File: config.mk
export PLATFORM = sky130hd
export DESIGN_NAME = moving_average_scheduler
export DESIGN_NICKNAME = d
export VERILOG_FILES = /design/src/rtl/moving_average_scheduler.sv
export SDC_FILE = /design/constraint.sdc
export NUM_CORES = 1
export LEC_CHECK = 0
export CAP_MARGIN = 25
export CORE_ASPECT_RATIO = 1.4
export CORE_UTILIZATION = 29
export DETAILED_ROUTE_END_ITERATION = 10
export PLACE_DENSITY_LB_ADDON = 0.08
export SLEW_MARGIN = 10
export SYNTH_ARGS = -nofsm -noshare
export SYNTH_HDL_FRONTEND = slang
export SYNTH_SLANG_ARGS = --single-unit
File: constraint.sdc
create_clock -name system1000 -period 5.45 [get_ports system1000]
set_input_delay 0.8175 -clock system1000 [delete_from_list [all_inputs] [get_ports system1000]]
set_output_delay 0.8175 -clock system1000 [all_outputs]
set_load 0.01 [all_outputs]
File: src/rtl/moving_average_scheduler.sv
// Round-robin time-shared 3-tap signed moving average over NCH sample channels.
// Optional feature: define MA_SCHED_FLUSH_EN to add the flush input that clears all histories.
module moving_average_scheduler #(
  parameter int NCH = 4,
  parameter int DW  = 8
) (
  input  logic                   system1000,
  input  logic                   system1000_rst,
  input  logic [NCH-1:0]         in_valid,
  input  logic [NCH*DW-1:0]      in_data,
  output logic [NCH-1:0]         in_ready,
  output logic                   out_valid,
  output logic [DW-1:0]          out_data,
  output logic [$clog2(NCH)-1:0] out_chan,
`ifdef MA_SCHED_FLUSH_EN
  input  logic                   flush,
`endif
  input  logic                   out_ready
);

  localparam int CW = $clog2(NCH);
  localparam logic signed [DW+1:0] DIVISOR = (DW+2)'(3);

  typedef enum logic [1:0] {
    S_IDLE,
    S_SUM,
    S_DIV,
    S_HOLD
  } state_t;

  state_t                state_q, state_d;
  logic [CW-1:0]         ptr_q, ptr_d;
  logic [CW-1:0]         chan_q, chan_d;
  logic [CW-1:0]         out_chan_q, out_chan_d;
  logic signed [DW-1:0]  x_q, x_d;
  logic signed [DW-1:0]  out_data_q, out_data_d;
  logic signed [DW+1:0]  sum_q, sum_d;
  logic signed [DW-1:0]  h1_q [NCH];
  logic signed [DW-1:0]  h1_d [NCH];
  logic signed [DW-1:0]  h2_q [NCH];
  logic signed [DW-1:0]  h2_d [NCH];

  logic signed [DW-1:0]  samples [NCH];
  logic                  grant_found;
  logic [CW-1:0]         grant_chan;
  int                    scan_idx;
  logic                  clear_hist;

`ifdef MA_SCHED_FLUSH_EN
  logic flush_pend_q, flush_pend_d;
`endif

  for (genvar k = 0; k < NCH; k++) begin : g_unpack
    assign samples[k] = in_data[k*DW +: DW];
  end

  function automatic logic signed [DW+1:0] sext(input logic signed [DW-1:0] v);
    return {{2{v[DW-1]}}, v};
  endfunction

  // Round-robin search: first requesting channel at or above ptr, with wrap.
  always_comb begin
    grant_found = 1'b0;
    grant_chan  = '0;
    scan_idx    = 0;
    for (int i = 0; i < NCH; i++) begin
      scan_idx = int'(ptr_q) + i;
      if (scan_idx >= NCH) scan_idx = scan_idx - NCH;
      if (!grant_found && in_valid[CW'(scan_idx)]) begin
        grant_found = 1'b1;
        grant_chan  = CW'(scan_idx);
      end
    end
  end

  always_comb begin
    in_ready = '0;
    if (state_q == S_IDLE && grant_found) in_ready[grant_chan] = 1'b1;
  end

  assign out_valid = (state_q == S_HOLD);
  assign out_data  = out_data_q;
  assign out_chan  = out_chan_q;

  always_comb begin
    // NOTE: every signal gets its hold value first so no path through the case can infer a latch.
    state_d    = state_q;
    ptr_d      = ptr_q;
    chan_d     = chan_q;
    x_d        = x_q;
    sum_d      = sum_q;
    out_data_d = out_data_q;
    out_chan_d = out_chan_q;
    h1_d       = h1_q;
    h2_d       = h2_q;
    clear_hist = 1'b0;
`ifdef MA_SCHED_FLUSH_EN
    flush_pend_d = flush_pend_q;
`endif

    unique case (state_q)
      S_IDLE: begin
        // A grant always pairs with a valid request, so grant_found is the handshake.
        if (grant_found) begin
          x_d     = samples[grant_chan];
          chan_d  = grant_chan;
          ptr_d   = (grant_chan == CW'(NCH-1)) ? '0 : grant_chan + 1'b1;
          state_d = S_SUM;
        end
`ifdef MA_SCHED_FLUSH_EN
        if (flush) clear_hist = 1'b1;
`endif
      end

      S_SUM: begin
        sum_d        = sext(x_q) + sext(h1_q[chan_q]) + sext(h2_q[chan_q]);
        h2_d[chan_q] = h1_q[chan_q];
        h1_d[chan_q] = x_q;
        state_d      = S_DIV;
`ifdef MA_SCHED_FLUSH_EN
        if (flush) flush_pend_d = 1'b1;
`endif
      end

      S_DIV: begin
        // Signed division truncates toward zero; the quotient always fits in DW bits.
        out_data_d = DW'(sum_q / DIVISOR);
        out_chan_d = chan_q;
        state_d    = S_HOLD;
`ifdef MA_SCHED_FLUSH_EN
        // A flush seen during SUM/DIV lands here, overwriting the update just made.
        if (flush || flush_pend_q) clear_hist = 1'b1;
        flush_pend_d = 1'b0;
`endif
      end

      S_HOLD: begin
        if (out_ready) state_d = S_IDLE;
`ifdef MA_SCHED_FLUSH_EN
        if (flush) clear_hist = 1'b1;
`endif
      end

      default: state_d = S_IDLE;
    endcase

    if (clear_hist) begin
      h1_d = '{default: '0};
      h2_d = '{default: '0};
    end
  end

  always_ff @(posedge system1000 or posedge system1000_rst) begin
    if (system1000_rst) begin
      // NOTE: the history arrays are reset like any other state because a reset must clear every channel's past.
      state_q    <= S_IDLE;
      ptr_q      <= '0;
      chan_q     <= '0;
      x_q        <= '0;
      sum_q      <= '0;
      out_data_q <= '0;
      out_chan_q <= '0;
      h1_q       <= '{default: '0};
      h2_q       <= '{default: '0};
`ifdef MA_SCHED_FLUSH_EN
      flush_pend_q <= 1'b0;
`endif
    end else begin
      // NOTE: non-blocking so every flop samples the pre-edge values of the others.
      state_q    <= state_d;
      ptr_q      <= ptr_d;
      chan_q     <= chan_d;
      x_q        <= x_d;
      sum_q      <= sum_d;
      out_data_q <= out_data_d;
      out_chan_q <= out_chan_d;
      h1_q       <= h1_d;
      h2_q       <= h2_d;
`ifdef MA_SCHED_FLUSH_EN
      flush_pend_q <= flush_pend_d;
`endif
    end
  end

endmodule

==> results of run 1 <==
-- stage by stage --
step	cell area (µm²)	instances	worst slack, ns	hold slack [ns]
finish	7790	988	0.478	0.479
global route	7790	988	0.0433	0.502
CTS	7710	984	0.147	0.482
detailed placement	7370	968	0.177	0.467
global placement	7340	966	0.267	0.458
floorplan	6400	628	0.511	0.445
-- flip-flops by register name, indices dropped and copies added (netlist names) --
name      cells
chan_q        2
h1_q         32
h2_q         32
out_chan      2
out_data      8
ptr_q         2
state_q       2
sum_q        10
x_q           8
-- layout make-up --
class / instances / area (µm²) / area share (%)
Clock buffer: 12 / 267 / 3.42
Inverter: 37 / 141 / 1.81
Multi-Input combinational cell: 460 / 3730 / 47.9
Tap cell: 297 / 372 / 4.77
Timing Repair Buffer: 80 / 756 / 9.70
Sequential cell: 98 / 2450 / 31.5
Clock inverter: 4 / 72.6 / 0.931
-- path summary, 6_finish.rpt --
path / end / slack (ns) / depth (start not counted)
max in group asynchronous: sum_q[0] / 3.46 / 3
hold / removal: h1_q[8] / 0.48 / 2
setup / recovery: out_data[6] / 0.48 / 20
setup reg to reg: out_data[6] / 0.48 / 20
min in group asynchronous: h1_q[23] / 0.99 / 2
hold reg to reg: h1_q[8] / 0.48 / 2
-- synth_stat cells, types with 5 or more instances --
| cell | number | area (µm²) |
|---|---|---|
| dfrtp_1 | 98 | 2450 |
| mux2_2 | 64 | 721 |
| nand2_1 | 64 | 240 |
| o21ai_0 | 57 | 285 |
| nor2_1 | 40 | 150 |
| inv_1 | 36 | 135 |
| clkbuf_1 | 26 | 97.6 |
| ha_1 | 20 | 250 |
| a21oi_1 | 18 | 90.1 |
| mux4_2 | 16 | 360 |
| nand3_1 | 14 | 70.1 |
| mux2i_1 | 13 | 130 |
| xnor2_1 | 10 | 87.6 |
| fa_1 | 9 | 180 |
| a211oi_1 | 8 | 60.1 |
| a21o_1 | 7 | 52.6 |
| nand2b_1 | 7 | 43.8 |
| o211ai_1 | 7 | 52.6 |
| nor3_1 | 6 | 30.0 |
| xor2_1 | 6 | 52.6 |
| nor2b_1 | 5 | 31.3 |
| o21bai_1 | 5 | 37.5 |
-- worst max-delay path: stages (launching register included) --
cell and delay [ns]:
dfrtp_2 0.47, inv_1 0.11, ha_2 0.25, or3b_2 0.52, o211ai_1 0.30, a21o_2 0.26
nand2_1 0.12, a311o_1 0.43, nand2_2 0.16, mux2i_1 0.20, o211ai_1 0.13, ha_1 0.32
o21ai_0 0.17, a22oi_1 0.08, a311o_1 0.35, o21ai_0 0.19, ha_2 0.24, nand2_1 0.06
o21ai_1 0.14, xor2_1 0.08, mux2_2 0.26
-- cell families after synthesis --
logic type	after synthesis	synth area share (%)
AO/OA/AOI/OAI	156	16.8
XOR/XNOR	16	2.19
adder cells (fa/ha/maj)	29	6.72
buffers and inverters	70	4.34
flip-flops	98	38.3
multiplexers	93	18.9
AND/OR/NAND/NOR	166	12.7
-- metal layers --
metal | vias up | wire (µm) | global-route usage [%]
met2 | 95 | 8510 | 28.0
li1 | 2415 | - | -
met3 | 24 | 358 | 2.20
met5 | - | 0 | 0
met1 | 2374 | 6800 | 17.2
met4 | 0 | 412 | 7.06
-- timing repair --
item,in CTS,in global routing
setup buffers,0,3
setup endpoints to repair,0,3
gates resized for setup,0,13
==> results.yml, run 1 <==
outcome:
  outcome: "finished, final reports clean"
finish:
  mostFrequentLayoutCells: "dfrtp_1 (97), mux2_2 (64), nand2_1 (63)"
  mostFrequentLayoutCell: "dfrtp_1"
  areaGrowthSynthToFinish_pct: 21.7
  drive_gt1_share_pct: 21.9
  nNetsFinal: 754
  nFillCells: 2249
  utilization_pct: 35.8
  diodes: 0
setup_path:
  critPathCaptureType: "flop"
  reg2reg_from: "sum_q[0]"
  crit_type: "flop to flop"
  worstPathArrival_ns: 5.21
  crit_path_start_kind: "flop"
  crit_path_start: "sum_q[0]"
  cp_data_required_time_ns: 5.69
  cp_max_fo: 9
global_route:
  grt_pass1_wl_um: 26600
  grtUsageTotal_pct: 15.2
  grt_max_degree: 66
  grt-ovfl-total: 0
  grt_pass1_vias: 5060
  antenna_found_initial: 0
cts:
  clock_path_buffers: 2
  cts_root_buf: "clkbuf_16"
  clkSlewWorstSetupHoldPaths_ns: 0.07
  cts_max_level: 3
  cts-buffers-inserted: 9
  cts_tree: "built"
  ctsHoldBuffers: 0
  clkSinkCount: 98
  clk_latency_ns: 0.35
sta:
  max_freq_mhz: 201
  slew_headroom_pct: 44.2
  fin_skew_ns: 0.00742
  finalCritPeriodShare_pct: 91.2
  fin_crit_ns: 4.97
  slew_viol_final: 0
  timing.final.hold_violations: 0
  tightest_slew_ns: 0.837
  rsz0062_at_grt: "false"
  setup_tns_ns: 0
  setup-violations-final: 0
synthesis:
  synthesis.instances: 628
  synth_edf_count: 0
  ys_warn_count: 0
  yosysUniqueCellTypes: 76
  avgSynthCellArea_um2: 10.2
  mappedNetlistNets: 696
  synth.yosys.seq_area_share_pct: 38.3
  synth_area_um2: 6400
  synthFlopType: "dfrtp_1"
  ys_async_sr_fraction_pct: 100
  yosys_register_bits: 98
placement:
  port_buffers: 53
  post-dp-hpwl_um: 12100
  gp_congestion: 0.821
die:
  die_h_um: 178
  io_pins: 54
  dieArea_um2: 22700
  start_util_pct: 29.4
  fp.dieW_um: 128
  fp.coreArea_um2: 21800
  num_rows: 64
worst_hold_path:
  hp-class: "flop to flop"
  min_from: "h1_q[8]"
detailed_routing:
  drt-wirelength-per-cell_um: 16.3
  viasPerCell: 4.97
  vias: 4908
  final_antenna_net_count: 0
  drt_wl_total_um: 16100
  first_pass_iters: 4
  route.detailed.drc: 0
  drtIter0Drc: 266
job:
  drv_cap: 0
Power of run 1 is left out: the tool's default activity adds up to more than one toggle a clock period on the data nets, which glitch-free logic cannot reach.
==> inputs of run 2 (changes only) <==
--- a/config.mk
+++ b/config.mk
@@ -6,7 +6,6 @@
 export NUM_CORES = 1
 export LEC_CHECK = 0
 export CAP_MARGIN = 25
-export CORE_ASPECT_RATIO = 1.4
 export CORE_UTILIZATION = 29
 export DETAILED_ROUTE_END_ITERATION = 10
 export PLACE_DENSITY_LB_ADDON = 0.08
==> run 2 against run 1 <==
  * Sequential share of layout area rose by 0.28 points
  * Register-to-register slack got worse by 0.05 ns
  * Clock skew rose by 0.0056 ns
  * Non-clock buffer count increased by 3
  * Clock-buffer cell count shrank 2
  * Sequential cell count is the same
  * Global-route usage decreased by 0.58 points
  * Hold slack got worse by 0.00096 ns
  * Critical endpoint unchanged
  * Final cell count decreased by 1.9%
==> results.yml, run 2 (synthesis results as in run 1) <==
outcome:
  outcome: "finished, final reports clean"
global_route:
  grt_max_degree: 55
  grt_pass1_wl_um: 25600
  grt-ovfl-total: 0
  antenna_found_initial: 0
  grtUsageTotal_pct: 14.6
  grt_pass1_vias: 4917
finish:
  mostFrequentLayoutCells: "dfrtp_1 (98), nand2_1 (64), mux2_2 (64)"
  multi_input_area_um2: 3720
  diodes: 0
  nNetsFinal: 757
  reg_top3: "h1_q: 32 flops, h2_q: 32 flops, sum_q: 10 flops"
  regArea_um2: 2450
  mostFrequentLayoutCell: "dfrtp_1"
  drive_gt1_share_pct: 21.6
  areaGrowthSynthToFinish_pct: 20.6
  utilization_pct: 36.2
  nFillCells: 2138
die:
  dieArea_um2: 22700
  die_h_um: 151
  fp.dieW_um: 151
  num_rows: 53
  start_util_pct: 30.0
  io_pins: 54
  fp.coreArea_um2: 21400
setup_path:
  r2r_end: "out_data[6]"
  crit_path_start_kind: "flop"
  r2r_setup_slack_ns: 0.43
  critPathCaptureType: "flop"
  cp-endpoint: "out_data[6]"
  crit_path_start: "sum_q[1]"
  reg2reg_from: "sum_q[1]"
  cp_max_fo: 8
  worstPathArrival_ns: 5.26
  cp_data_required_time_ns: 5.69
  ff2ff_path_depth: 20
  crit_type: "flop to flop"
worst_hold_path:
  hp-class: "flop to flop"
sta:
  finalCritPeriodShare_pct: 92.2
  timing.final.hold_violations: 0
  setup-violations-final: 0
  setup_tns_ns: 0
  slew_headroom_pct: 47.7
  tightest_slew_ns: 0.785
  slew_viol_final: 0
  fin_skew_ns: 0.0130
  max_freq_mhz: 199
  fin_crit_ns: 5.02
  rsz0062_at_grt: "false"
cts:
  cts_tree: "built"
  clkSinkCount: 98
  clkSlewWorstSetupHoldPaths_ns: 0.07
  cts-buffers-inserted: 9
  cts_root_buf: "clkbuf_16"
  cts_max_level: 3
  clk_latency_ns: 0.35
  ctsHoldBuffers: 0
  clock_path_buffers: 2
detailed_routing:
  viasPerCell: 5.07
  drt_wl_total_um: 15500
  route.detailed.drc: 0
  first_pass_iters: 6
  final_antenna_net_count: 0
  drt-wirelength-per-cell_um: 16.0
  drtIter0Drc: 250
  vias: 4912
placement:
  gp_congestion: 0.902
  port_buffers: 53
  post-dp-hpwl_um: 11300
job:
  drv_cap: 0
[run 2: worst max-delay path, cell delays in order, from the launching register on]
cell and delay (ns):
dfrtp_1 0.46, inv_1 0.11, ha_2 0.25, or3b_2 0.51, o211ai_1 0.25, a21o_2 0.27, nand2_1 0.14, a311o_1 0.42
nand2_1 0.19, mux2i_1 0.22, o211ai_1 0.14, ha_1 0.33, o21ai_0 0.18, a22oi_1 0.08, a311o_1 0.35, o21ai_0 0.19
ha_2 0.25, nand2_1 0.05, o21ai_0 0.18, xor2_1 0.09, mux2_2 0.27
[run 2: metrics by stage]
stage                     hold slack [ns]  setup WS, ns  cells  instance area, µm²
after floorplan                     0.445         0.511    628                6400
after global placement              0.457         0.389    947                7340
after detailed placement            0.465         0.248    947                7340
after CTS                           0.481         0.236    963                7640
after global routing                0.503       0.00584    969                7720
final                               0.478         0.426    969                7720
[run 2: worst min-delay path by stage]
stage	startpoint	to	slack, ns	cells past startpoint
6_report	h2_q[1]	h2_q[1]	0.48	2
3_3_place_gp	h1_q[15]	h1_q[15]	0.46	2
3_5_place_dp	h2_q[1]	h2_q[1]	0.47	2
2_1_floorplan	h1_q[15]	h1_q[15]	0.44	2
5_1_grt	h1_q[16]	h1_q[16]	0.50	2
4_1_cts	h2_q[1]	h2_q[1]	0.48	2
[run 2: area by class of cell]
cell class              count  share of cell area (%)
multi-input cells         460                    48.2
flip-flops and latches     98                    31.8
repair buffers             83                    9.88
well taps                 275                    4.46
clock buffers              10                    2.97
inverters                  37                    1.83
clock inverters             6                   0.940
[run 2: routing by layer]
metal  wire [µm]  global-route usage, %  vias to the layer above
met5           0                      0                        -
met3         514                   1.73                       16
met2        7550                   24.8                      121
li1            -                      -                     2410
met1        7200                   19.0                     2365
met4         276                   5.60                        0
[run 2: what timing repair did]
action | 4_1_cts | 5_1_grt
setup endpoints to repair | 0 | 3
resized for setup | 0 | 8
buffers inserted | 0 | 5
Power of run 2 is left out for the same reason.
